[src/rtl/operand_unpack.sv]
// Half-precision adder front end: unpack, magnitude order, serial align.
// Optional STICKY_EN adds the sticky port and accumulator.
module operand_unpack #(
   parameter int MAX_SHIFT = 12
) (
   input  logic        clk,
   input  logic        rst,
   input  logic        start,
   input  logic [15:0] A,
   input  logic [15:0] B,
   output logic        ready,
   output logic        out_valid,
   input  logic        out_ack,
   output logic [4:0]  exp,
   output logic [10:0] Am,
   output logic [10:0] Bm,
   output logic        As,
   output logic        Bs,
   output logic        swap,
   output logic        arround
`ifdef STICKY_EN
   ,
   output logic        sticky
`endif
);

   localparam int CW = $clog2(MAX_SHIFT + 1);
   localparam logic [4:0] MAXS = 5'(MAX_SHIFT);

   typedef enum logic [1:0] {
      IDLE,
      LOAD,
      ALIGN,
      DONE
   } state_t;

   state_t state;
   logic [15:0] a_q;
   logic [15:0] b_q;
   logic [CW-1:0] cnt;

   logic [4:0]  ea;
   logic [4:0]  eb;
   logic [10:0] ma;
   logic [10:0] mb;
   logic        sw;
   logic [4:0]  el;
   logic [4:0]  es;
   logic [10:0] ml;
   logic [10:0] ms;
   logic [4:0]  diff;
   logic [CW-1:0] n;

   // Denormals use an effective exponent of 1 and no hidden bit.
   always_comb begin
      ea   = (a_q[14:10] == 5'd0) ? 5'd1 : a_q[14:10];
      eb   = (b_q[14:10] == 5'd0) ? 5'd1 : b_q[14:10];
      ma   = {|a_q[14:10], a_q[9:0]};
      mb   = {|b_q[14:10], b_q[9:0]};
      sw   = (b_q[14:0] > a_q[14:0]);
      el   = sw ? eb : ea;
      es   = sw ? ea : eb;
      ml   = sw ? mb : ma;
      ms   = sw ? ma : mb;
      diff = el - es;
      n    = (diff > MAXS) ? CW'(MAXS) : CW'(diff);
   end

`ifdef STICKY_EN
   // Bits above the shift cap never leave Bm; fold them in up front.
   logic rem;
   always_comb begin
      rem = 1'b0;
      for (int i = 0; i < 11; i++) begin
         if (i >= MAX_SHIFT) rem = rem | ms[i];
      end
   end
`endif

   always_ff @(posedge clk) begin
      if (rst) begin
         state     <= IDLE;
         a_q       <= '0;
         b_q       <= '0;
         cnt       <= '0;
         ready     <= 1'b1;
         out_valid <= 1'b0;
         exp       <= '0;
         Am        <= '0;
         Bm        <= '0;
         As        <= 1'b0;
         Bs        <= 1'b0;
         swap      <= 1'b0;
         arround   <= 1'b0;
`ifdef STICKY_EN
         sticky    <= 1'b0;
`endif
      end else begin
         unique case (state)
            IDLE: begin
               if (start) begin
                  a_q   <= A;
                  b_q   <= B;
                  ready <= 1'b0;
                  state <= LOAD;
               end
            end
            LOAD: begin
               exp     <= el;
               Am      <= ml;
               Bm      <= ms;
               As      <= a_q[15];
               Bs      <= b_q[15];
               swap    <= sw;
               arround <= 1'b0;
               cnt     <= n;
`ifdef STICKY_EN
               sticky  <= (diff > MAXS) ? rem : 1'b0;
`endif
               if (n == '0) begin
                  state     <= DONE;
                  out_valid <= 1'b1;
               end else begin
                  state <= ALIGN;
               end
            end
            ALIGN: begin
               Bm      <= {1'b0, Bm[10:1]};
               arround <= Bm[0];
`ifdef STICKY_EN
               sticky  <= sticky | arround;
`endif
               cnt     <= cnt - CW'(1);
               if (cnt == CW'(1)) begin
                  state     <= DONE;
                  out_valid <= 1'b1;
               end
            end
            DONE: begin
               if (out_ack) begin
                  state     <= IDLE;
                  out_valid <= 1'b0;
                  ready     <= 1'b1;
               end
            end
            default: state <= IDLE;
         endcase
      end
   end

endmodule

[config.mk]
export PLATFORM = sky130hd
export DESIGN_NAME = operand_unpack
export DESIGN_NICKNAME = d
export VERILOG_FILES = /design/src/rtl/operand_unpack.sv
export SDC_FILE = /design/constraint.sdc
export NUM_CORES = 1
export LEC_CHECK = 0
export ABC_AREA = 1
export BUFFER_PORTS_ARGS = -buffer_cell sky130_fd_sc_hd__buf_2
export CAP_MARGIN = 10
export CORE_ASPECT_RATIO = 1.5
export CORE_MARGIN = 5
export CORE_UTILIZATION = 60
export CTS_CLUSTER_SIZE = 28
export DETAILED_ROUTE_END_ITERATION = 8
export GPL_ROUTABILITY_DRIVEN = 0
export PLACE_DENSITY_LB_ADDON = 0.05
export SYNTH_ARGS = -nofsm -noshare
export SYNTH_HDL_FRONTEND = slang
export SYNTH_SLANG_ARGS = --single-unit
[constraint.sdc]
create_clock -name clk -period 6.25 [get_ports clk]
set_input_delay 0.9375 -clock clk [delete_from_list [all_inputs] [get_ports clk]]
set_output_delay 0.9375 -clock clk [all_outputs]
set_load 0.05 [all_outputs]
Yosys cells after proc, flatten, opt, wreduce, memory -nomap -nowiden
Cells that the tools add are included.
Storage, ports and cells
  register bits: 71
  bits of input ports: 36
  output and inout bits: 33
  word-level logic and storage cells: 60
Cells by class
  $add $sub $neg: 2
  order comparisons: 2
  equal/unequal tests: 8
  mux-type cells: 22
  reductions and logical operators: 13
Operators with widths (count)
  $mux W11: 2
  $pmux W11 S2: 1
  $mux W5: 4
  $gt A15 B15 Y1: 1
  $logic_not A5 Y1: 2
  $reduce_or A5 Y1: 2
  $ne A2 B2 Y1 const B: 4
  $pmux W2 S4: 1
  $pmux W4 S2: 1
  $mux W1: 6
  $mux W2: 3
  $reduce_and A3 Y1: 2
  $gt A5 B4 Y1 const B: 1
  $sub A5 B5 Y5: 1
  $eq A2 B2 Y1 const B: 2
  $eq A4 B1 Y1 const B: 1
  $logic_not A4 Y1: 1
  $mux W4: 1
  $pmux W1 S2: 2
  $reduce_and A4 Y1: 1
  $reduce_bool A2 Y1: 2
  $sub A4 B1 Y4 const B: 1
  $pmux W1 S3: 1
  $reduce_bool A3 Y1: 1
  3 further kinds: 3

Logic depth before layout (Yosys ltp)
  word-level depth: 9
  depth in mapped cells: 25
  depth with buffers taken out: 24

Least setup slack after synthesis
No wires, ideal clock.
  kind: register to register
  from: register a_q[14]
  to: register out_valid
  library setup time: 117 ps
  data arrival time: 3014 ps
  required time: 6133 ps
  slack: 3119 ps
  stages on the path, launching flop included: 24
  path buffers: 1
  period minus slack after synthesis: 3131 ps
  cells stage by stage: dfxtp_1 -> inv_1 -> ha_1 -> nand2_2 -> nor2_4 -> inv_2 -> nor2_4 -> nand4_4 -> nand2_4 -> inv_4 -> buf_6 -> nand2_1 -> o21ai_0 -> ha_1 -> fa_1 -> inv_1 -> nand3_1 -> nand2_1 -> xor2_1 -> nand4_1 -> nand2_1 -> nand3_1 -> nand2_1 -> nor2_1
On the way
  longest elaborated chain between the ends: 9
  elaborated cells on any way between the ends: 11
  those cells by class: add/sub (1); order compare (2); eq/ne (1); mux (4); reduce/logical (3)
Ends and longest elaborated chain
  from (decl): RTL line 38  | logic [15:0] a_q;
  from (signal assigned): RTL line 83  | a_q <= '0;
  from (signal assigned): RTL line 102  | a_q <= A;
  branches (longest 3 deep; another with $gt A15 B15 Y1)
  $sub A5 B5 Y5 *: RTL line 65  | diff = el - es;
  $gt A5 B4 Y1: RTL line 66  | n = (diff > MAXS) ? CW'(MAXS) : CW'(diff);
  $mux W4 *: RTL line 66
  $logic_not A4 Y1 *: RTL line 120  | if (n == '0) begin
  $ne A2 B2 Y1 (no line) *
  $reduce_and A4 Y1 (no line) *
  to (signal assigned): RTL line 87  | out_valid <= 1'b0;
  to (signal assigned): RTL line 122  | out_valid <= 1'b1;
  to (signal assigned): RTL line 136  | out_valid <= 1'b1;
  to (decl): RTL line 12  | output logic out_valid,
Every way passes the cells marked *.
A chain may end at the register's enable or synchronous reset.

Worst setup path after layout
  from: register a_q[5]
  to: register out_valid
On the way
  longest elaborated chain between the ends: 8
  elaborated cells on any way between the ends: 9
  those cells by class: add/sub (1); order compare (2); eq/ne (1); mux (3); reduce/logical (2)
Ends and longest elaborated chain
  $gt A15 B15 Y1 *: RTL line 60  | sw = (b_q[14:0] > a_q[14:0]);
  $mux W5, on equally long branches: RTL line 61, 62
  $sub A5 B5 Y5 *: RTL line 65
  $gt A5 B4 Y1: RTL line 66
  $mux W4 *: RTL line 66
  $logic_not A4 Y1 *: RTL line 120
  $ne A2 B2 Y1 (no line) *
  $reduce_and A4 Y1 (no line) *
Mark *: on every way between the ends. The rest lies on a longest branch, timed or not.

==> impl_metrics.toml <==
[worst_setup_path]
slowest_delay_ps = 400
crit_top_cell = "nand2_1"
reg2reg_from = "a_q[5]$_SDFFE_PP0P_"
critPathKind = "register to register"
end_kind = "register"
cp_cell_sequence = "inv_1 > ha_1 > nand2_1 > nor2_1 > nand2_1 > nand2_1 > nand2_1 > nand2_2 > nand2_4 > inv_4 > o21ai_1 > ha_1 > fa_1 > inv_1 > nand3_1 > nand2_1 > xor2_1 > nand4_1 > nand2_1 > nand3_1 > nand2_1 > nor2_1"
reg2reg_depth = 22
cp.required_ps = 6500
cp.arrival_ps = 3980
crit_path_start_kind = "register"
reg2reg_slack_ps = 2520
timing.rr.end = "out_valid$_SDFFE_PP0P_"
crit_fanout = 37
crit_slowest_cell = "fa_1"

[detailed_routing]
first_iter_violations = 143
viasPerCell = 5.23
antenna_left = 0
drc = 0
drt_wl_total_mm = 8.40
num_vias = 3489
wire_per_inst_microns = 12.6
drt-pass1-iter-count = 5

[clocking]
cts_resized = 0
cts_tree = "done"
clock_path_buffers = 2
cts_buffers = 9
insertion_delay_ps = 350
postCtsHoldBufs = 0
cts.clk_slew.worst_paths_ps = 80
cts_sinks = 71
htreeDepth = 3
cts_root_buf = "clkbuf_8"
post_cts_buffers = 0

[yosys]
syn_nets = 595
ys_types = 31
ys_ff_latch = 71
syn_area_sq_um = 3730
syn_avg_cell_area_sq_um = 7.00
async_reset_ff_frac = 0
synth_area_leaders = "dfxtp_1 38%, nand2_1 10%, ha_1 8.4%, o21ai_0 7.9%, nor2_1 7.1%"
synthMuxAreaShare = 0
synth_top_family_by_area = "simple AND/OR/NAND/NOR gates"
synthAdderAreaFrac = 0.0893
synthFlopType = "dfxtp_1"
yosys.area.top_type_share = 0.381
syn_inst = 533
yosys.area.top_type = "dfxtp_1"
yosys.area_share.simple = 0.251
synth_edf_count = 0
synth_compound_gate_area_share = 0.176
synth_common_cells = "103 x nand2_1, 71 x dfxtp_1, 71 x nor2_1"
seq_area_frac_synth = 0.381
ys_warn_count = 0
yosysMostFrequentCell = "nand2_1"
synth-xor-area-share = 0.00940

[sta]
slew_viol_final = 0
fmax_ghz = 0.268
finalSetupViolCount = 0
worstMarginPinSlew_ps = 459
finClkSkew_ps = 5.41
slew_headroom = 0.691
finalCritPeriodShare = 0.597
timing.hold.ws_ps = 481
rsz0062_at_grt = "no"
final-hold-violation-count = 0
fin_crit_ps = 3730
setup_tns_ps = 0

[floorplanning]
start_util = 0.613
fp-row-count = 35
die-height_microns = 107
core-area_sq_um = 6090
io_pins = 69
die-area_sq_um = 7920
die_w_microns = 74.4

[grt]
grt_pass1_vias = 3324
grt_pass1_wl_mm = 14.4
grt_overflow = 0
grt_max_degree = 55
grt_use_total = 0.230
antenna_found_initial = 0

[run]
drv_cap = 0

[placement]
numPortBuffers = 68
dp_hpwl_mm = 6.32

[final_layout]
drive_gt1_frac = 0.165
nFillCells = 549
seq_area_sq_um = 1420
multi_input_area_sq_um = 1960
diodes = 0
final_nets = 650
final_util = 0.695
area_growth_pct = 13.4

[hold_path]
worstHoldPathType = "register to register"
min_from = "Bm[2]$_SDFFE_PP0P_"
whs_endpoint = "Bm[2]$_SDFFE_PP0P_"
holdPathStages = 2

[outcome]
status = "complete, no violations"
## cells in the final DEF, fill, tap and decap left out, types with 2 or more instances in the layout
cell type	netlist	final
nand2_1	103	103
dfxtp_1	71	71
nor2_1	71	71
buf_2	1	68
o21ai_0	59	59
inv_1	54	54
a21oi_1	48	48
nand3_1	35	35
ha_1	25	25
a31oi_1	11	11
clkbuf_8	0	9
o21ai_1	5	5
inv_2	3	3
clkinvlp_4	0	3
buf_4	1	3
nand2_2	2	2
nor2_4	2	2
xor2_1	2	2
xnor2_1	2	2
nand3b_1	2	2
nand4_1	2	2
clkinv_4	0	2
clkinv_2	0	2
## final cells by class
cell class / instances / area share
Clock buffer: 9 / 0.0293
Multi-Input combinational cell: 377 / 0.463
Clock inverter: 7 / 0.0118
Sequential cell: 71 / 0.336
Inverter: 58 / 0.0521
Timing Repair Buffer: 71 / 0.0858
Tap cell: 74 / 0.0219
## metrics by stage
step                      std cells  area (sq um)  setup slack (ps)
after floorplan                 533          3730              3120
after global placement          651          4060              2670
after detailed placement        651          4060              2540
after CTS                       667          4230              2520
after global routing            667          4230              2190
final                           667          4230              2520
## logic make-up (layout without fill, tap and decap cells)
logic type      count (synthesis)  after routing
xor+xnor                        4              4
compound gates                126            126
simple gates                  221            221
fa+ha+maj                      26             26
flops                          71             71
buf+inv                        85            145
## worst max path at each step
stage,from,to,slack (ps),cells past startpoint
floorplan,a_q[14]$_SDFFE_PP0P_,out_valid$_SDFFE_PP0P_,3120,23
global placement,a_q[5]$_SDFFE_PP0P_,out_valid$_SDFFE_PP0P_,2670,22
detailed placement,a_q[6]$_SDFFE_PP0P_,out_valid$_SDFFE_PP0P_,2540,22
CTS,a_q[5]$_SDFFE_PP0P_,out_valid$_SDFFE_PP0P_,2520,22
global route,a_q[12]$_SDFFE_PP0P_,state[0]$_SDFFE_PP0P_,2190,22
finish,a_q[5]$_SDFFE_PP0P_,out_valid$_SDFFE_PP0P_,2520,22
## routing by layer
layer | GRT usage | routed length (microns) | part of all wire
met4 | 0.0827 | 107 | 0.013
met2 | 0.384 | 4140 | 0.49
met5 | 0 | 0 | 0
met3 | 0.0454 | 449 | 0.053
met1 | 0.286 | 3710 | 0.44
## sequential cells by signal, indices dropped and copies added, names as in the netlist
register,count
cnt,4
b_q,16
out_valid,1
arround,1
exp,5
a_q,16
swap,1
Bm,11
As,1
Bs,1
ready,1
state,2
Am,11
## worst max-delay path: cells and delay by family (launching register included)
| kind | cells | cell delay [ps] |
|---|---|---|
| flip-flops | 1 | 390 |
| adder cells (fa/ha/maj) | 3 | 900 |
| AND/OR/NAND/NOR | 14 | 1560 |
| buffers and inverters | 3 | 360 |
| AO/OA/AOI/OAI | 1 | 100 |
| XOR/XNOR | 1 | 320 |
Power is left out: the tool's default activity adds up to more than one toggle a clock period on the data nets, which glitch-free logic cannot reach.
